===== src/rtl/pipeline_hazard_ctrl.sv =====
// pipeline_hazard_ctrl: per-cycle stall/flush/bubble sequencer for a 5-stage pipeline.
//   inputs : clk, rst, ID operand fields (id_rs, id_rt, id_uses_rt), id_branch_taken,
//            EX load info (ex_rd, ex_mem_read), MEM handshake (mem_req, MIO_ready)
//   outputs: pipeline register enables/flush/bubble, shouldStall, mem_timeout pulse,
//            saturating stall_cnt of cycles with the PC frozen
module pipeline_hazard_ctrl #(
  parameter int TIMEOUT = 16,
  parameter int CNT_W   = 32
) (
  input  logic             clk,
  input  logic             rst,
  input  logic [4:0]       id_rs,
  input  logic [4:0]       id_rt,
  input  logic             id_uses_rt,
  input  logic             id_branch_taken,
  input  logic [4:0]       ex_rd,
  input  logic             ex_mem_read,
  input  logic             mem_req,
  input  logic             MIO_ready,
  output logic             pc_en,
  output logic             ifid_en,
  output logic             ifid_flush,
  output logic             idex_en,
  output logic             idex_bubble,
  output logic             exmem_en,
  output logic             memwb_bubble,
  output logic             shouldStall,
  output logic             mem_timeout,
  output logic [CNT_W-1:0] stall_cnt
);
  localparam int WW = $clog2(TIMEOUT);
  typedef enum logic [1:0] {IDLE, WAIT, ABORT} state_t;
  state_t        state;
  logic [WW-1:0] wait_cnt;
  logic          mem_stall, load_use, abort;
  assign abort     = state == ABORT;
  assign mem_stall = mem_req & ~MIO_ready & ~abort;
  assign load_use  = ex_mem_read & (ex_rd != 5'd0) &
                     ((ex_rd == id_rs) | (id_uses_rt & (ex_rd == id_rt)));
  // Memory stall freezes everything; a load-use stall only holds PC and IF/ID.
  always_comb begin
    pc_en        = rst ? 1'b0 : ~mem_stall & ~load_use;
    ifid_en      = pc_en;
    idex_en      = rst ? 1'b0 : ~mem_stall;
    exmem_en     = idex_en;
    ifid_flush   = rst ? 1'b1 : ~mem_stall & ~load_use & id_branch_taken;
    idex_bubble  = rst ? 1'b1 : ~mem_stall & load_use;
    memwb_bubble = rst | mem_stall | abort;
    mem_timeout  = ~rst & abort;
    shouldStall  = ~pc_en;
  end
  always_ff @(posedge clk) begin
    if (rst) begin
      state     <= IDLE;
      wait_cnt  <= '0;
      stall_cnt <= '0;
    end else begin
      if (!pc_en && stall_cnt != '1) stall_cnt <= stall_cnt + 1'b1;
      case (state)
        IDLE: if (mem_req && !MIO_ready) begin
          state    <= WAIT;
          wait_cnt <= WW'(1);
        end
        WAIT: if (MIO_ready || !mem_req) begin
          state    <= IDLE;
          wait_cnt <= '0;
        end else if (wait_cnt == WW'(TIMEOUT - 1)) state <= ABORT;
        else wait_cnt <= wait_cnt + 1'b1;
        default: begin
          state    <= IDLE;
          wait_cnt <= '0;
        end
      endcase
    end
  end
endmodule


===== config.mk =====
export PLATFORM = sky130hd
export DESIGN_NAME = pipeline_hazard_ctrl
export DESIGN_NICKNAME = d
export VERILOG_FILES = /design/src/rtl/pipeline_hazard_ctrl.sv
export SDC_FILE = /design/constraint.sdc
export NUM_CORES = 1
export LEC_CHECK = 0
export ABC_AREA = 1
export CAP_MARGIN = 20
export CORE_MARGIN = 2
export CORE_UTILIZATION = 40
export DETAILED_ROUTE_END_ITERATION = 8
export HOLD_SLACK_MARGIN = 0.12
export PLACE_DENSITY = 0.69
export REMOVE_ABC_BUFFERS = 1
export SLEW_MARGIN = 25
export SYNTH_ARGS = -nofsm -noshare
export SYNTH_HDL_FRONTEND = slang
export SYNTH_SLANG_ARGS = --single-unit

===== constraint.sdc =====
create_clock -name clk -period 1.9 [get_ports clk]
set_input_delay 0.19 -clock clk [delete_from_list [all_inputs] [get_ports clk]]
set_output_delay 0.19 -clock clk [all_outputs]
set_load 0.05 [all_outputs]

==> results of run 1 <==
[path summary, 6_finish.rpt]
kind | to | slack, ns | cells past startpoint
setup / recovery | stall_cnt[17] | 0.09 | 2
hold / removal | state[0]$_SDFFE_PP0P_ | 0.46 | 1
setup reg to reg | stall_cnt[9]$_SDFFE_PP0P_ | 0.14 | 11
hold reg to reg | state[0]$_SDFFE_PP0P_ | 0.46 | 1
[cell families after synthesis]
logic type,after synthesis,synth area share [%]
AND/OR/NAND/NOR,298,47.6
AO/OA/AOI/OAI,42,8.11
adder cells (fa/ha/maj),2,0.937
XOR/XNOR,17,5.58
flip-flops,38,28.5
buffers and inverters,54,9.28
[power groups by stage]
stage / Clock [W] / Combinational (W) / Sequential, W
6_report: 0.000862 / 0.000340 / 0.000809
5_1_grt: 0.000911 / 0.000366 / 0.000811
4_1_cts: 0.000877 / 0.000326 / 0.000809
3_5_place_dp: 0 / 0.000322 / 0.000828
3_3_place_gp: 0 / 0.000318 / 0.000827
2_1_floorplan: 0 / 0.000127 / 0.000847
[metrics by stage]
stage	power, W	TNS, ns	worst slack [ns]
floorplan	0.000974	-72.60	-2.46
global placement	0.00115	-0.247	-0.0149
detailed placement	0.00115	-2.41	-0.0994
CTS	0.00201	0	0.00687
global route	0.00209	0	0.000604
finish	0.00201	0	0.0879
[state kept, by name, indices dropped and copies added, names as in the netlist]
register / cells
stall_cnt: 32
state: 2
wait_cnt: 4
[critical path, stage by stage, from the launching register on]
cell and delay (ns):
dfxtp_1 0.37, buf_4 0.16, clkdlybuf4s50_1 0.80
[cell type report]
| cell class | count | area share, % |
|---|---|---|
| clock inverter | 2 | 1.56 |
| sequential | 38 | 19.7 |
| clock buffer | 6 | 2.14 |
| tap | 77 | 2.50 |
| timing repair buffer | 97 | 26.2 |
| multi-input combinational | 360 | 44.0 |
| inverter | 39 | 3.86 |
[cell usage after synthesis (all sizes together)]
cell	number
xnor2	5
nand3	37
a21oi	35
dfxtp	38
inv	39
a2111oi	1
ha	2
and2	2
xor2	12
buf	11
nor3	1
nor4	1
nand2	166
nand4	4
o21a	1
nor2	76
nand3b	11
o21ai	5
clkbuf	4
[routing by layer]
layer  global-route usage [%]  routed length [um]
met1                     27.3                3400
met2                     37.4                3780
met3                     4.91                 499
met4                     5.48                 133
met5                        0                   0
[what timing repair did]
action | in CTS | in global routing
endpoints found under the hold margin | 0 | 0
pin swaps | 0 | 1
setup endpoints to repair | 4 | 33
gates resized for setup | 4 | 15
cloned | 0 | 1
==> impl_metrics.tcl, run 1 <==
set metrics [dict create \
    netlist_instances 451 \
    p_leak_nw 1.60 \
    status "complete, no violations" \
    regArea_um2 761 \
    yosys-top-cells-area "dfxtp_1 29%, nand2_1 23%, nor2_1 10%" \
    grt_pass1_wl_um 13000 \
    hold_class "reg -> reg" \
    place_inst 610 \
    diodes 0 \
    power.density_nw_per_um2 521 \
    cts_tree "built" \
    io-pin-count 63 \
    relSlewSlack_pct 65.6 \
    clock_sinks 38 \
    synth_area_um2 2670 \
    synth_seq_cells 38 \
    vias_per_cell 5.03 \
    final_cell_mix "161 x nand2_1, 71 x nor2_1, 50 x clkdlybuf4s50_1" \
    h-tree-depth 2 \
    fillers 626 \
    cp.arrival_ns 1.62 \
    p_switching_w 0.000496 \
    drc_errors 0 \
    final_cells 619 \
    end_kind "output pin" \
    postCtsHoldBufs 0 \
    dr.pass1.iters 5 \
    yosysTopAreaCellShare_pct 28.5 \
    dieArea_um2 7340 \
    critPathLaunchType "flip-flop" \
    finalHoldWorstSlack_ns 0.457 \
    clock_latency_ns 0.30 \
    p_seq_share_pct 40.3 \
    drt-total-wl_um 7810 \
    fin_crit_sh_pct 95.4 \
    timing.rr.start "stall_cnt[1]$_SDFFE_PP0P_" \
    skew_ns 0.0101 \
    timing.fmax_mhz 552 \
    comb_power_share_pct 16.9 \
    setup_violations 0 \
    worst_slew_pin_slew_ns 0.514 \
    dp_hpwl_um 6030 \
    wl_per_cell_um 12.6 \
    crit_start "stall_cnt[17]$_SDFFE_PP0P_" \
    grt_max_degree 29 \
    critPathRequiredTime_ns 1.71 \
    peakVddDrop_v 0.000311 \
    path_class "reg -> out" \
    cts_buffers 5 \
    area_delta_synth_final_pct 44.5 \
    cp_max_fo 6 \
    synth_top_area_cell "dfxtp_1" \
    layout.nets 565 \
    antenna_found_initial 0 \
    start_util_pct 41.8 \
    multi_input_area_um2 1700 \
    place.gp.congestion 0.955 \
    synth_warnings 0 \
    p_int_w 0.00151 \
    cts_setup_buffers 0 \
    fin_area_um2 3860 \
    switching_share_pct 24.7 \
    slew_viol_final 0 \
    ys_types 28 \
    cts_root_buf "clkbuf_8" \
    clk_pin_slew_ns 0.08 \
    dpl_cell_area_um2 3650 \
    rsz0062_at_grt "no" \
    drtAntennaViolNets 0 \
    drtIter0Drc 130 \
    clock_power_share_pct 42.9 \
    globalRouteTotalUtil_pct 21.7 \
    hold_viol_final 0 \
    hp-start "state[1]$_SDFFE_PP0P_" \
    yosysSeqAreaShare_pct 28.5 \
    numPortBuffers 62 \
    vias 3111 \
    syn_area_per_cell_um2 5.92 \
    clock_path_buffers 2 \
    rows 29 \
    final_common_cell "nand2_1" \
    die_x_um 85.7 \
    drive_gt1_share_pct 13.1 \
    drv_cap 0 \
    final_util_pct 60.4 \
    core-area_um2 6390 \
    overflow 0 \
    grt_pass1_vias 2888 \
    period_needed_ns 1.81 \
    die_h_um 85.7 \
]
Note: power is estimated with default switching activity, not from simulation.
==> run 2: changes to the inputs <==
- SLEW_MARGIN: 25 -> 20
- TNS_END_PERCENT: default -> 20
==> impl_metrics.tcl, run 2 (synthesized netlist as in run 1, its figures left out) <==
set metrics [dict create \
    hold_viol_final 0 \
    r2r_cells 11 \
    relSlewSlack_pct 65.6 \
    drtAntennaViolNets 0 \
    worst_slew_pin_slew_ns 0.514 \
    diodes 0 \
    worst_slack_ns 0.0868 \
    period_needed_ns 1.81 \
    area_delta_synth_final_pct 44.4 \
    hold_depth 1 \
    die_x_um 85.7 \
    grt_pass1_wl_um 13000 \
    slew_viol_final 0 \
    design_power_total_w 0.00201 \
    h-tree-depth 2 \
    finalSetupTns_ns 0 \
    cts_root_buf "clkbuf_8" \
    dp_hpwl_um 6030 \
    cts_tree "built" \
    critPathLaunchType "flip-flop" \
    antenna_found_initial 0 \
    skew_ns 0.00997 \
    cp.arrival_ns 1.62 \
    vias_per_cell 5.02 \
    multi_input_area_um2 1700 \
    path_class "reg -> out" \
    clk_pin_slew_ns 0.08 \
    cp_max_fo 6 \
    setup_violations 0 \
    layout.nets 565 \
    overflow 0 \
    drv_cap 0 \
    globalRouteTotalUtil_pct 21.7 \
    grt_max_degree 29 \
    peakVddDrop_v 0.000311 \
    reg2reg_setup_slack_ns 0.15 \
    regArea_um2 761 \
    drt-total-wl_um 7810 \
    final_common_cell "nand2_1" \
    r2r-end "stall_cnt[9]$_SDFFE_PP0P_" \
    regMostFlops "stall_cnt" \
    io-pin-count 63 \
    hp-start "state[1]$_SDFFE_PP0P_" \
    power.density_nw_per_um2 522 \
    use_met2_pct 37.4 \
    grt-busiest-layer "met2" \
    clock_path_buffers 2 \
    timing.fmax_mhz 551 \
    rows 29 \
    largest_reg_flops 32 \
    clock_latency_ns 0.30 \
    critPathRequiredTime_ns 1.71 \
    core-area_um2 6390 \
    wl_per_cell_um 12.6 \
    dieArea_um2 7340 \
    final_cell_mix "161 x nand2_1, 71 x nor2_1, 51 x clkdlybuf4s50_1" \
    grt_util_met1_pct 27.3 \
    reg_top3 "stall_cnt x32, wait_cnt x4, state x2" \
    postCtsHoldBufs 0 \
    timing.rr.start "stall_cnt[1]$_SDFFE_PP0P_" \
    place_ws_ns -0.0994 \
    vias 3108 \
    final_cells 619 \
    die_h_um 85.7 \
    met3_usage_pct 4.91 \
    fin_crit_sh_pct 95.4 \
    drtIter0Drc 130 \
    place_inst 610 \
    p_leak_nw 1.59 \
    end_kind "output pin" \
    cts_setup_buffers 0 \
    drc_errors 0 \
    cts_buffers 5 \
    start_util_pct 41.8 \
    rsz0062_at_grt "yes" \
    place.gp.congestion 0.955 \
    hold_class "reg -> reg" \
    status "complete, no violations" \
    clock_sinks 38 \
    fillers 626 \
    drive_gt1_share_pct 12.9 \
    numPortBuffers 62 \
    grt_pass1_vias 2888 \
    dr.pass1.iters 4 \
    worstHoldEndpoint "state[0]$_SDFFE_PP0P_" \
]
==> run 2: repair_timing <==
item                       in CTS  in global routing
pin swaps                       0                  1
cloned                          0                  1
setup endpoints to repair       4                 33
gates resized for setup         4                 13
==> run 2: cell type report <==
class | count | area share, %
multi-input combinational | 360 | 44.1
timing repair buffer | 97 | 26.1
tap | 77 | 2.50
clock inverter | 2 | 1.56
inverter | 39 | 3.86
clock buffer | 6 | 2.14
sequential | 38 | 19.7
==> run 2: metal layers <==
layer  routed length, um  part of all wire [%]
met1                3360                    43
met2                3800                    49
met3                 512                   6.6
met4                 133                   1.7
met5                   0                     0
==> run 2: per-stage QoR <==
step | util (%) | hold slack, ns | cell area [um2]
2_1_floorplan | - | 0.259 | 2570
3_5_place_dp | 57.2 | 0.446 | 3650
4_1_cts | 59.6 | 0.458 | 3800
3_3_place_gp | 57.2 | 0.443 | 3650
6_report | 60.3 | 0.457 | 3850
5_1_grt | 60.3 | 0.474 | 3850
==> run 2: report_power, final <==
part | total (W) | internal [W] | switching (W)
clock network | 0.000862 | 0.000560 | 0.000301
registers | 0.000809 | 0.000803 | 0.00000609
logic | 0.000340 | 0.000151 | 0.000188
total | 0.00201 | 0.00152 | 0.000495
==> run 2: worst max-delay path by stage <==
stage | from | to | slack (ns) | cells after the start
3_5_place_dp | ex_rd[0] | stall_cnt[13]$_SDFFE_PP0P_ | -0.1 | 13
5_1_grt | ex_rd[1] | shouldStall | -0.02 | 11
6_report | stall_cnt[17]$_SDFFE_PP0P_ | stall_cnt[17] | 0.09 | 2
2_1_floorplan | state[1]$_SDFFE_PP0P_ | ifid_en | -2.46 | 6
4_1_cts | ex_rd[0] | shouldStall | 0.007 | 11
3_3_place_gp | ex_rd[0] | stall_cnt[13]$_SDFFE_PP0P_ | -0.01 | 13
==> run 2: worst max-delay path, cell delays in order, from the launching register on <==
cell and delay (ns):
dfxtp_1 0.37, buf_4 0.16, clkdlybuf4s50_1 0.80
